## config.mk

```make
export PLATFORM = sky130hd
export DESIGN_NAME = dac_spi_scheduler_flat
export DESIGN_NICKNAME = d
export VERILOG_FILES = /design/src/rtl/dac_spi_scheduler_if.sv /design/src/rtl/dac_spi_scheduler.sv /design/src/flat_wrapper.sv
export SDC_FILE = /design/constraint.sdc
export NUM_CORES = 1
export LEC_CHECK = 0
export ABC_AREA = 1
export CORE_MARGIN = 10
export CORE_UTILIZATION = 40
export DETAILED_ROUTE_END_ITERATION = 7
export PLACE_DENSITY = 0.74
export SYNTH_ARGS = -nofsm -noshare
export SYNTH_HDL_FRONTEND = slang
export SYNTH_SLANG_ARGS = --single-unit
export TNS_END_PERCENT = 1
```

## constraint.sdc

```tcl
create_clock -name CLOCK_50 -period 1.9 [get_ports CLOCK_50]
set_clock_uncertainty 0.15 [all_clocks]
set_input_delay 0.38 -clock CLOCK_50 [delete_from_list [all_inputs] [get_ports CLOCK_50]]
set_output_delay 0.38 -clock CLOCK_50 [all_outputs]
set_load 0.01 [all_outputs]
```

## src/rtl/dac_spi_scheduler_if.sv

```systemverilog
// Bus between the LFO waveform cores and the DAC SPI scheduler.
// Carries both channel request/data/ack handshakes, the busy flag and the
// three SPI pins that go to GPIO_0[2:0].
//   master : LFO side; drives req/data, observes ack, busy and the SPI pins
//   slave  : scheduler side; observes req/data, drives ack, busy and SPI pins
interface dac_spi_scheduler_if;
    logic        req_a;
    logic [11:0] data_a;
    logic        ack_a;
    logic        req_b;
    logic [11:0] data_b;
    logic        ack_b;
    logic        busy;
    logic        DAC_CSB;
    logic        DAC_SCLK;
    logic        DAC_DIN;

    modport master (
        output req_a, data_a, req_b, data_b,
        input  ack_a, ack_b, busy, DAC_CSB, DAC_SCLK, DAC_DIN
    );

    modport slave (
        input  req_a, data_a, req_b, data_b,
        output ack_a, ack_b, busy, DAC_CSB, DAC_SCLK, DAC_DIN
    );
endinterface

```

## src/rtl/dac_spi_scheduler.sv

```systemverilog
// Shares one dual-channel 12-bit SPI DAC (MCP4922-style, LDAC tied low)
// between two LFO sources. Requests are arbitrated round-robin, the 16-bit
// command word {ch, BUF, GA_N, SHDN_n=1, data[11:0]} is latched on grant and
// shifted out MSB-first.
// Ports:
//   CLOCK_50 : system clock (50 MHz)
//   reset_n  : asynchronous active-low reset; aborts any frame in progress
//   bus      : slave side of dac_spi_scheduler_if
//              req_x/data_x in, ack_x one-cycle capture pulse out,
//              busy out (state != IDLE), DAC_CSB/DAC_SCLK/DAC_DIN out
// Frame timing: CSB low for 33*CLK_DIV cycles (CLK_DIV setup plus 32 SCLK
// half-periods), then high for CS_GAP cycles plus one IDLE cycle.
module dac_spi_scheduler #(
    parameter int unsigned CLK_DIV = 25,
    parameter int unsigned CS_GAP  = 4,
    parameter bit          BUF     = 1'b0,
    parameter bit          GA_N    = 1'b1
) (
    input  logic                CLOCK_50,
    input  logic                reset_n,
    dac_spi_scheduler_if.slave  bus
);

    typedef enum logic [1:0] {
        IDLE  = 2'd0,
        SETUP = 2'd1,
        SHIFT = 2'd2,
        GAP   = 2'd3
    } state_t;

    localparam logic [7:0] DIV_LAST_C = 8'(CLK_DIV - 1);
    localparam logic [7:0] GAP_LAST_C = 8'(CS_GAP - 1);

    state_t      state_r;
    logic        last_grant_r;   // 1'b0 = A granted last, 1'b1 = B
    logic [15:0] shift_r;
    logic [7:0]  cnt_r;          // half-period / setup / gap counter
    logic [3:0]  bit_cnt_r;      // bits still to send after the current one
    logic        ack_a_r;
    logic        ack_b_r;
    logic        busy_r;
    logic        csb_r;
    logic        sclk_r;
    logic        din_r;

    logic        grant_s;
    logic        grant_ch_s;
    logic [15:0] word_s;
    logic        cnt_done_s;

    // Round-robin arbitration and command word assembly for the IDLE grant
    always_comb begin
        grant_s    = 1'b0;
        grant_ch_s = 1'b0;
        if (bus.req_a && bus.req_b) begin
            grant_s    = 1'b1;
            grant_ch_s = ~last_grant_r;
        end else if (bus.req_a) begin
            grant_s    = 1'b1;
            grant_ch_s = 1'b0;
        end else if (bus.req_b) begin
            grant_s    = 1'b1;
            grant_ch_s = 1'b1;
        end else begin
            grant_s    = 1'b0;
            grant_ch_s = 1'b0;
        end
        if (grant_ch_s) begin
            word_s = {1'b1, BUF, GA_N, 1'b1, bus.data_b};
        end else begin
            word_s = {1'b0, BUF, GA_N, 1'b1, bus.data_a};
        end
    end

    // Counter expiry: SETUP and SHIFT phases last CLK_DIV cycles, GAP lasts CS_GAP
    always_comb begin
        cnt_done_s = 1'b0;
        case (state_r)
            SETUP:   cnt_done_s = (cnt_r == DIV_LAST_C);
            SHIFT:   cnt_done_s = (cnt_r == DIV_LAST_C);
            GAP:     cnt_done_s = (cnt_r == GAP_LAST_C);
            default: cnt_done_s = 1'b0;
        endcase
    end

    // Frame sequencer with all outputs registered
    always_ff @(posedge CLOCK_50 or negedge reset_n) begin
        if (!reset_n) begin
            state_r      <= IDLE;
            last_grant_r <= 1'b1;       // B, so A wins the first tie
            shift_r      <= 16'h0000;
            cnt_r        <= 8'd0;
            bit_cnt_r    <= 4'd0;
            ack_a_r      <= 1'b0;
            ack_b_r      <= 1'b0;
            busy_r       <= 1'b0;
            csb_r        <= 1'b1;
            sclk_r       <= 1'b0;
            din_r        <= 1'b0;
        end else begin
            ack_a_r <= 1'b0;
            ack_b_r <= 1'b0;
            case (state_r)
                IDLE: begin
                    if (grant_s) begin
                        state_r      <= SETUP;
                        shift_r      <= word_s;
                        last_grant_r <= grant_ch_s;
                        ack_a_r      <= ~grant_ch_s;
                        ack_b_r      <= grant_ch_s;
                        busy_r       <= 1'b1;
                        csb_r        <= 1'b0;
                        sclk_r       <= 1'b0;
                        din_r        <= word_s[15];
                        cnt_r        <= 8'd0;
                        bit_cnt_r    <= 4'd15;
                    end else begin
                        busy_r <= 1'b0;
                        csb_r  <= 1'b1;
                        sclk_r <= 1'b0;
                        din_r  <= 1'b0;
                    end
                end
                SETUP: begin
                    if (cnt_done_s) begin
                        state_r <= SHIFT;
                        cnt_r   <= 8'd0;
                    end else begin
                        cnt_r <= cnt_r + 8'd1;
                    end
                end
                SHIFT: begin
                    if (cnt_done_s) begin
                        cnt_r <= 8'd0;
                        if (!sclk_r) begin
                            sclk_r <= 1'b1;
                        end else if (bit_cnt_r == 4'd0) begin
                            // Falling edge after the 16th bit closes the frame
                            sclk_r  <= 1'b0;
                            din_r   <= 1'b0;
                            csb_r   <= 1'b1;
                            state_r <= GAP;
                        end else begin
                            sclk_r    <= 1'b0;
                            shift_r   <= {shift_r[14:0], 1'b0};
                            din_r     <= shift_r[14];
                            bit_cnt_r <= bit_cnt_r - 4'd1;
                        end
                    end else begin
                        cnt_r <= cnt_r + 8'd1;
                    end
                end
                GAP: begin
                    if (cnt_done_s) begin
                        state_r <= IDLE;
                        busy_r  <= 1'b0;
                        cnt_r   <= 8'd0;
                    end else begin
                        cnt_r <= cnt_r + 8'd1;
                    end
                end
                default: begin
                    state_r <= IDLE;
                    busy_r  <= 1'b0;
                    csb_r   <= 1'b1;
                    sclk_r  <= 1'b0;
                    din_r   <= 1'b0;
                    cnt_r   <= 8'd0;
                end
            endcase
        end
    end

    assign bus.ack_a    = ack_a_r;
    assign bus.ack_b    = ack_b_r;
    assign bus.busy     = busy_r;
    assign bus.DAC_CSB  = csb_r;
    assign bus.DAC_SCLK = sclk_r;
    assign bus.DAC_DIN  = din_r;

endmodule

```

## src/flat_wrapper.sv

```systemverilog
// flat-port wrapper written by rule: the top's interface ports become plain ports
module dac_spi_scheduler_flat 
#(
    parameter int unsigned CLK_DIV = 25,
    parameter int unsigned CS_GAP  = 4,
    parameter bit          BUF     = 1'b0,
    parameter bit          GA_N    = 1'b1
)
  (CLOCK_50, reset_n, bus_req_a, bus_data_a, bus_req_b, bus_data_b, bus_ack_a, bus_ack_b, bus_busy, bus_DAC_CSB, bus_DAC_SCLK, bus_DAC_DIN);
  dac_spi_scheduler_if bus_i ();
  input  logic CLOCK_50;
  input  logic reset_n;
  input wire logic [$bits(bus_i.req_a)-1:0] bus_req_a;
  input wire logic [$bits(bus_i.data_a)-1:0] bus_data_a;
  input wire logic [$bits(bus_i.req_b)-1:0] bus_req_b;
  input wire logic [$bits(bus_i.data_b)-1:0] bus_data_b;
  output wire logic [$bits(bus_i.ack_a)-1:0] bus_ack_a;
  output wire logic [$bits(bus_i.ack_b)-1:0] bus_ack_b;
  output wire logic [$bits(bus_i.busy)-1:0] bus_busy;
  output wire logic [$bits(bus_i.DAC_CSB)-1:0] bus_DAC_CSB;
  output wire logic [$bits(bus_i.DAC_SCLK)-1:0] bus_DAC_SCLK;
  output wire logic [$bits(bus_i.DAC_DIN)-1:0] bus_DAC_DIN;
  assign bus_i.req_a = bus_req_a;
  assign bus_i.data_a = bus_data_a;
  assign bus_i.req_b = bus_req_b;
  assign bus_i.data_b = bus_data_b;
  assign bus_ack_a = bus_i.ack_a;
  assign bus_ack_b = bus_i.ack_b;
  assign bus_busy = bus_i.busy;
  assign bus_DAC_CSB = bus_i.DAC_CSB;
  assign bus_DAC_SCLK = bus_i.DAC_SCLK;
  assign bus_DAC_DIN = bus_i.DAC_DIN;
  dac_spi_scheduler #(.CLK_DIV(CLK_DIV), .CS_GAP(CS_GAP), .BUF(BUF), .GA_N(GA_N)) u_core (.CLOCK_50(CLOCK_50), .reset_n(reset_n), .bus(bus_i));
endmodule
```

==> reports/results.tsv, run 1 <==
stage	metric	value	unit
run_status	outcome	complete, no violations	
sta	fmax	550	MHz
global_routing	grt_max_degree	37	
floorplanning	core_area	5510	um2
critical_path	worst_setup_path_start_kind	flop	
sta	period_share	0.957	
route	drt-total-wl	5.55	mm
route	first_pass_iters	4	
floorplanning	initial_utilization	0.414	
sta	tightest_slew	260	ps
route	met3_length	196	um
power	ir_drop	0.905	mV
critical_path	cp.required	1980	ps
worst_hold_path	hold_class	input pin to async pin	
route	drc_errors	0	
clock_tree	cts_tree	built	
global_routing	grt_pass1_vias	2035	
synth	synth_edf_count	0	
route	vias	2133	
floorplanning	ios	34	
synth	synthesis.area	2280	um2
sta	hold_ws	311	ps
power	leakage	1.51	nW
synth	yosys.cell_count.top_type	nand2_1	
layout	areaGrowthSynthToFinish	29.3	%
route	ant_nets	0	
layout	fin_nets	393	
floorplanning	core.rowCount	27	
route	wl_per_cell	12.9	um
power	powerDensity	1550	nW/um2
synth	yosysTopAreaCell	dfrtp_1	
placement	gp_congestion	0.816	
sta	finalSetupTns	0	ps
clock_tree	ctsHoldBuffers	0	
critical_path	path_cells	inv_2 > ha_2 > inv_2 > nand2_1 > nor2_2 > nand3_4 > nand2_8 > buf_6 > nand4_1 > nand2_1	
route	drtIter0Drc	128	
placement	dp_hpwl	4.02	mm
synth	yosysSeqAreaShare	0.396	
clock_tree	clock_path_buffers	2	
synth	synth_ff_type	dfrtp_1	
clock_tree	cts-root-buf	clkbuf_8	
critical_path	cp_slowest_cell	dfrtp_1	
layout	stdcell_area	2950	um2
layout	postLayoutCoreUtil	0.535	
global_routing	antenna_found_initial	0	
sta	hold_viol	0	
synth	synth_area_leaders	dfrtp_1 37%, nand2_1 18%, nand4_1 6.6%	
placement	dpl-instance-area	2770	um2
layout	drive_above_1_share	0.145	
critical_path	path_class	flop to flop	
route	via_per_inst	4.95	
sta	relSlewSlack	0.826	
critical_path	end_kind	flop	
floorplanning	die_area	9120	um2
critical_path	path_buf_inv	3	
route	routedLengthMet1	2.55	mm
job	drv_cap	0	
clock_tree	cts_num_sinks	36	
sta	period_needed	1820	ps
placement	dp_slack	-71.9	ps
synth	synth.avg_cell_area	7.38	um2
sta	setup_viol	0	
placement	portBuffers	33	
synth	synthArstFlopShare	1.00	
clock_tree	clk_latency	290	ps
critical_path	critPathTopFamily	simple AND/OR/NAND/NOR gates	
synth	yosysUniqueCellTypes	27	
critical_path	worstPathArrival	1900	ps
clock_tree	h-tree-depth	2	
floorplanning	die_h	95.5	um
floorplanning	die_w	95.5	um
synth	yosysWarnings	0	
synth	synth_top_area_frac	0.373	
critical_path	cpPeakStageDelay	420	ps
clock_tree	cts_made_buffers	5	
synth	synthTopCellsByCount	108 x nand2_1, 34 x dfrtp_1, 33 x inv_1	
global_routing	grt_use_total	0.121	
synth	syn-num-nets	344	
synth	ys_ff_latch	36	
route	top_layer	met4	
global_routing	gr-total-overflow	0	
sta	timing.final.ws_setup	82.6	ps
sta	rsz0062_at_grt	true	
sta	slew_viol_final	0	
critical_path	cp_max_fo	11	
layout	antennaDiodeCount	0	
global_routing	grt_pass1_wl	9.07	mm
clock_tree	clk_pin_slew	80	ps
synth	synth_cells	309	
route	wl_met2	2.72	mm
-- where the power goes --
| part | switching (mW) | leakage, nW | internal (mW) |
|---|---|---|---|
| clock | 0.282 | 0.0510 | 0.290 |
| sequential | 0.196 | 0.447 | 1.11 |
| combinational | 1.59 | 1.01 | 1.09 |
| total | 2.07 | 1.51 | 2.48 |
-- final timing paths --
check	startpoint	to	slack, ps	cells past startpoint
setup / recovery	u_core.state_r[1]	u_core.shift_r[13]	80	10
hold reg to reg	u_core.shift_r[11]	u_core.shift_r[11]	320	2
max in group asynchronous	reset_n	u_core.bus.DAC_CSB	1040	2
hold / removal	reset_n	u_core.shift_r[14]	310	2
setup reg to reg	u_core.state_r[1]	u_core.shift_r[13]	80	10
min in group CLOCK_50	u_core.shift_r[11]	u_core.shift_r[11]	320	2
-- stage by stage --
step	instances	total power, mW
after CTS	427	4.32
after detailed placement	419	3.75
final	431	4.56
after floorplan	309	3.05
after global placement	419	3.67
after global routing	431	5.00
-- worst reg2reg max path, delay by kind of cell (launching register included) --
kind	cells	cell delay (ps)
buffers and inverters	3	280
adder cells (fa/ha/maj)	1	180
AND/OR/NAND/NOR	6	730
flip-flops	1	420
-- layout by cell type, fill, tap and decap left out --
cell type        instances
a21oi_1                  2
a21oi_4                  1
buf_12                   1
buf_4                   14
buf_6                    6
clkbuf_8                 6
clkdlybuf4s50_1         32
clkinv_1                 1
clkinv_2                 2
dfrtp_1                 34
dfstp_2                  2
dlygate4sd2_1            1
ha_1                     6
ha_2                     1
inv_1                   31
inv_2                    6
nand2_1                108
nand2_2                  3
nand2_4                  1
nand2_8                  1
nand3_1                 21
nand3_4                  5
nand3b_1                12
nand4_1                 24
nor2_1                  19
nor2_2                   1
nor3_1                   1
o21ai_0                  8
o21ai_1                  1
o221ai_1                 1
or2_2                    2
xor2_1                   5
-- cells by family after synthesis --
| group | synth area share |
|---|---|
| adders and majority gates | 0.0384 |
| DFF | 0.396 |
| and+or+nand+nor | 0.410 |
| xor gates and xnor gates | 0.0192 |
| AOI/OAI and AO/OA | 0.0351 |
| buffers and inverters | 0.101 |
-- final cells by class --
class | instances | area, um2
clock buffer | 6 | 82.6
clock inverter | 2 | 10.0
fill | 510 | 2560
inverter | 38 | 143
multi-input combinational | 223 | 1200
sequential | 36 | 903
tap | 72 | 90.1
timing repair buffer | 54 | 522
-- routing by layer --
| metal | vias to the layer above | GRT usage |
|---|---|---|
| li1 | 1089 | - |
| met3 | 9 | 0.0212 |
| met4 | 0 | 0.0418 |
| met5 | - | 0 |
| met2 | 42 | 0.201 |
| met1 | 993 | 0.154 |
-- state kept, by name (all words and copies together) (netlist names) --
signal / count
u_core.bus.busy: 1
u_core.bus.ack_b: 1
u_core.state_r: 2
u_core.bus.DAC_CSB: 1
u_core.bus.DAC_DIN: 1
u_core.bus.ack_a: 1
u_core.last_grant_r: 1
u_core.bus.DAC_SCLK: 1
u_core.cnt_r: 8
u_core.shift_r: 15
u_core.bit_cnt_r: 4
-- repair_timing --
action	CTS	global route
pin swaps	0	4
endpoints found under the setup margin	1	28
gates cloned	0	2
hold endpoints to repair	0	0
buffers inserted	0	2
gates resized for setup	1	14
Power figures use the tool's default switching activity.
==> run 2: changes to the inputs <==
--- a/config.mk
+++ b/config.mk
@@ -10,6 +10,7 @@
 export CORE_UTILIZATION = 40
 export DETAILED_ROUTE_END_ITERATION = 7
 export PLACE_DENSITY = 0.74
+export RECOVER_POWER = 100
 export SYNTH_ARGS = -nofsm -noshare
 export SYNTH_HDL_FRONTEND = slang
 export SYNTH_SLANG_ARGS = --single-unit
==> reports/results.tsv, run 2 (synthesis results as in run 1) <==
stage	metric	value	unit	change
run_status	outcome	complete, no violations		unchanged
critical_path	worstReg2RegStart	u_core.state_r[1]		unchanged
route	vias	2120		was 2133
layout	final_common_cell	nand2_1		unchanged
route	drtIter0Drc	93		was 128
route	via_per_inst	4.92		was 4.95
layout	drive_above_1_share	0.142		was 0.145
placement	dp_hpwl	4.02	mm	unchanged
critical_path	end_kind	output port		was flop
power	ir_drop	0.905	mV	about the same
placement	placedCellCount	419		unchanged
floorplanning	core_area	5510	um2	unchanged
layout	antennaDiodeCount	0		unchanged
power	leakage	1.51	nW	about the same
route	drc_errors	0		unchanged
route	ant_nets	0		unchanged
clock_tree	clock_path_buffers	2		unchanged
floorplanning	core.rowCount	27		unchanged
placement	dpl-instance-area	2770	um2	unchanged
clock_tree	clk_latency	290	ps	about the same
placement	dp_slack	-71.9	ps	unchanged
critical_path	critPathTopFamily	buffers and inverters		was simple AND/OR/NAND/NOR gates
route	first_pass_iters	4		unchanged
clock_tree	cts_tree	built		unchanged
layout	finalNonFillerCells	431		unchanged
worst_hold_path	min_path_cells	2		
sta	setup_viol	0		unchanged
layout	max_flop_register	u_core.shift_r		unchanged
critical_path	cp.required	1370	ps	was 1980 ps
placement	portBuffers	33		unchanged
critical_path	r2r_end	u_core.shift_r[13]		unchanged
floorplanning	initial_utilization	0.414		unchanged
critical_path	cpPeakStageDelay	610	ps	was 420 ps
clock_tree	cts_num_sinks	36		unchanged
route	wl_per_cell	12.9	um	about the same
sta	slew_viol_final	0		unchanged
worst_hold_path	min_to	u_core.shift_r[11]		
sta	rsz0062_at_grt	true		unchanged
sta	relSlewSlack	0.404		was 0.826
layout	largest_reg_flops	15		unchanged
clock_tree	h-tree-depth	2		unchanged
sta	timing.final.ws_setup	90.7	ps	was 82.6 ps
global_routing	grt_use_total	0.121		unchanged
power	p_total	4.53	mW	was 4.56 mW
global_routing	antenna_found_initial	0		unchanged
sta	tightest_slew	894	ps	was 260 ps
critical_path	path_cells	dlygate4sd3_1		was inv_2 > ha_2 > inv_2 > nand2_1 > nor2_2 > nand3_4 > nand2_8 > buf_6 > nand4_1 > nand2_1
floorplanning	die_w	95.5	um	unchanged
layout	postLayoutCoreUtil	0.532		was 0.535
floorplanning	die_h	95.5	um	unchanged
floorplanning	die_area	9120	um2	unchanged
power	powerDensity	1550	nW/um2	about the same
sta	hold_ws	318	ps	was 311 ps
clock_tree	clk_pin_slew	80	ps	about the same
critical_path	path_class	flop to output port		was flop to flop
route	drt-total-wl	5.54	mm	was 5.55 mm
worst_hold_path	hold_class	flop to flop		was input pin to async pin
layout	fin_nets	393		unchanged
clock_tree	cts-root-buf	clkbuf_8		unchanged
sta	fmax	553	MHz	was 550 MHz
sta	period_share	0.952		was 0.957
layout	stdcell_area	2930	um2	was 2950 um2
layout	reg_top3	u_core.shift_r (15), u_core.cnt_r (8), u_core.bit_cnt_r (4)		unchanged
critical_path	path_buf_inv	1		was 3
critical_path	rrSetupSlack	100	ps	was 80 ps
critical_path	cp_max_fo	2		was 11
sta	period_needed	1810	ps	was 1820 ps
job	drv_cap	0		unchanged
global_routing	gr-total-overflow	0		unchanged
critical_path	worst_setup_path_start_kind	flop		unchanged
worst_hold_path	hold_start	u_core.shift_r[11]		
placement	gp_congestion	0.816		unchanged
sta	finalSetupTns	0	ps	unchanged
critical_path	cp_slowest_cell	dlygate4sd3_1		was dfrtp_1
critical_path	reg2reg_depth	10		unchanged
sta	hold_viol	0		unchanged
clock_tree	cts_made_buffers	5		unchanged
global_routing	grt_pass1_vias	2035		unchanged
global_routing	grt_max_degree	37		unchanged
global_routing	grt_pass1_wl	9.07	mm	unchanged
layout	areaGrowthSynthToFinish	28.5	%	was 29.3%
floorplanning	ios	34		unchanged
critical_path	worstPathArrival	1280	ps	was 1900 ps
layout	final_cell_mix	108 x nand2_1, 34 x dfrtp_1, 31 x inv_1		was 108 x nand2_1, 34 x dfrtp_1, 32 x clkdlybuf4s50_1
-- run 2: area by class of cell --
class                           instances  area (um2)
Fill cell                             510        2580
Multi-Input combinational cell        223        1200
Sequential cell                        36         903
Timing Repair Buffer                   54         503
Inverter                               38         143
Tap cell                               72        90.1
Clock buffer                            6        82.6
Clock inverter                          2        10.0
-- run 2: timing repair --
| item | CTS | global route |
|---|---|---|
| setup endpoints to repair | 1 | 28 |
| cloned | 0 | 2 |
| buffers inserted | 0 | 2 |
| resized for setup | 1 | 14 |
| hold buffers | 0 | 0 |
| endpoints found under the hold margin | 0 | 0 |
| pin swaps | 0 | 4 |
-- run 2: routing by layer --
metal  vias up  global-route usage  share of wire
met5         -                   0              0
met4         0              0.0418          0.015
met3         9              0.0212          0.039
met2        38               0.201           0.48
met1       986               0.154           0.46
li1       1087                   -              -
-- run 2: how the worst max path moves through the flow --
| stage | from | endpoint | depth (start not counted) |
|---|---|---|---|
| after floorplan | u_core.state_r[0] | u_core.bit_cnt_r[3] | 11 |
| after global placement | bus_req_a | u_core.shift_r[3] | 8 |
| after detailed placement | bus_req_a | u_core.shift_r[2] | 8 |
| after CTS | u_core.state_r[1] | u_core.shift_r[0] | 10 |
| after global routing | u_core.state_r[0] | u_core.bit_cnt_r[2] | 11 |
| final | u_core.bus.busy | bus_busy | 1 |
-- run 2: power by group --
| group | internal [mW] | switching, mW | total, mW |
|---|---|---|---|
| Sequential | 1.11 | 0.195 | 1.30 |
| Combinational | 1.07 | 1.59 | 2.66 |
| Clock | 0.290 | 0.281 | 0.570 |
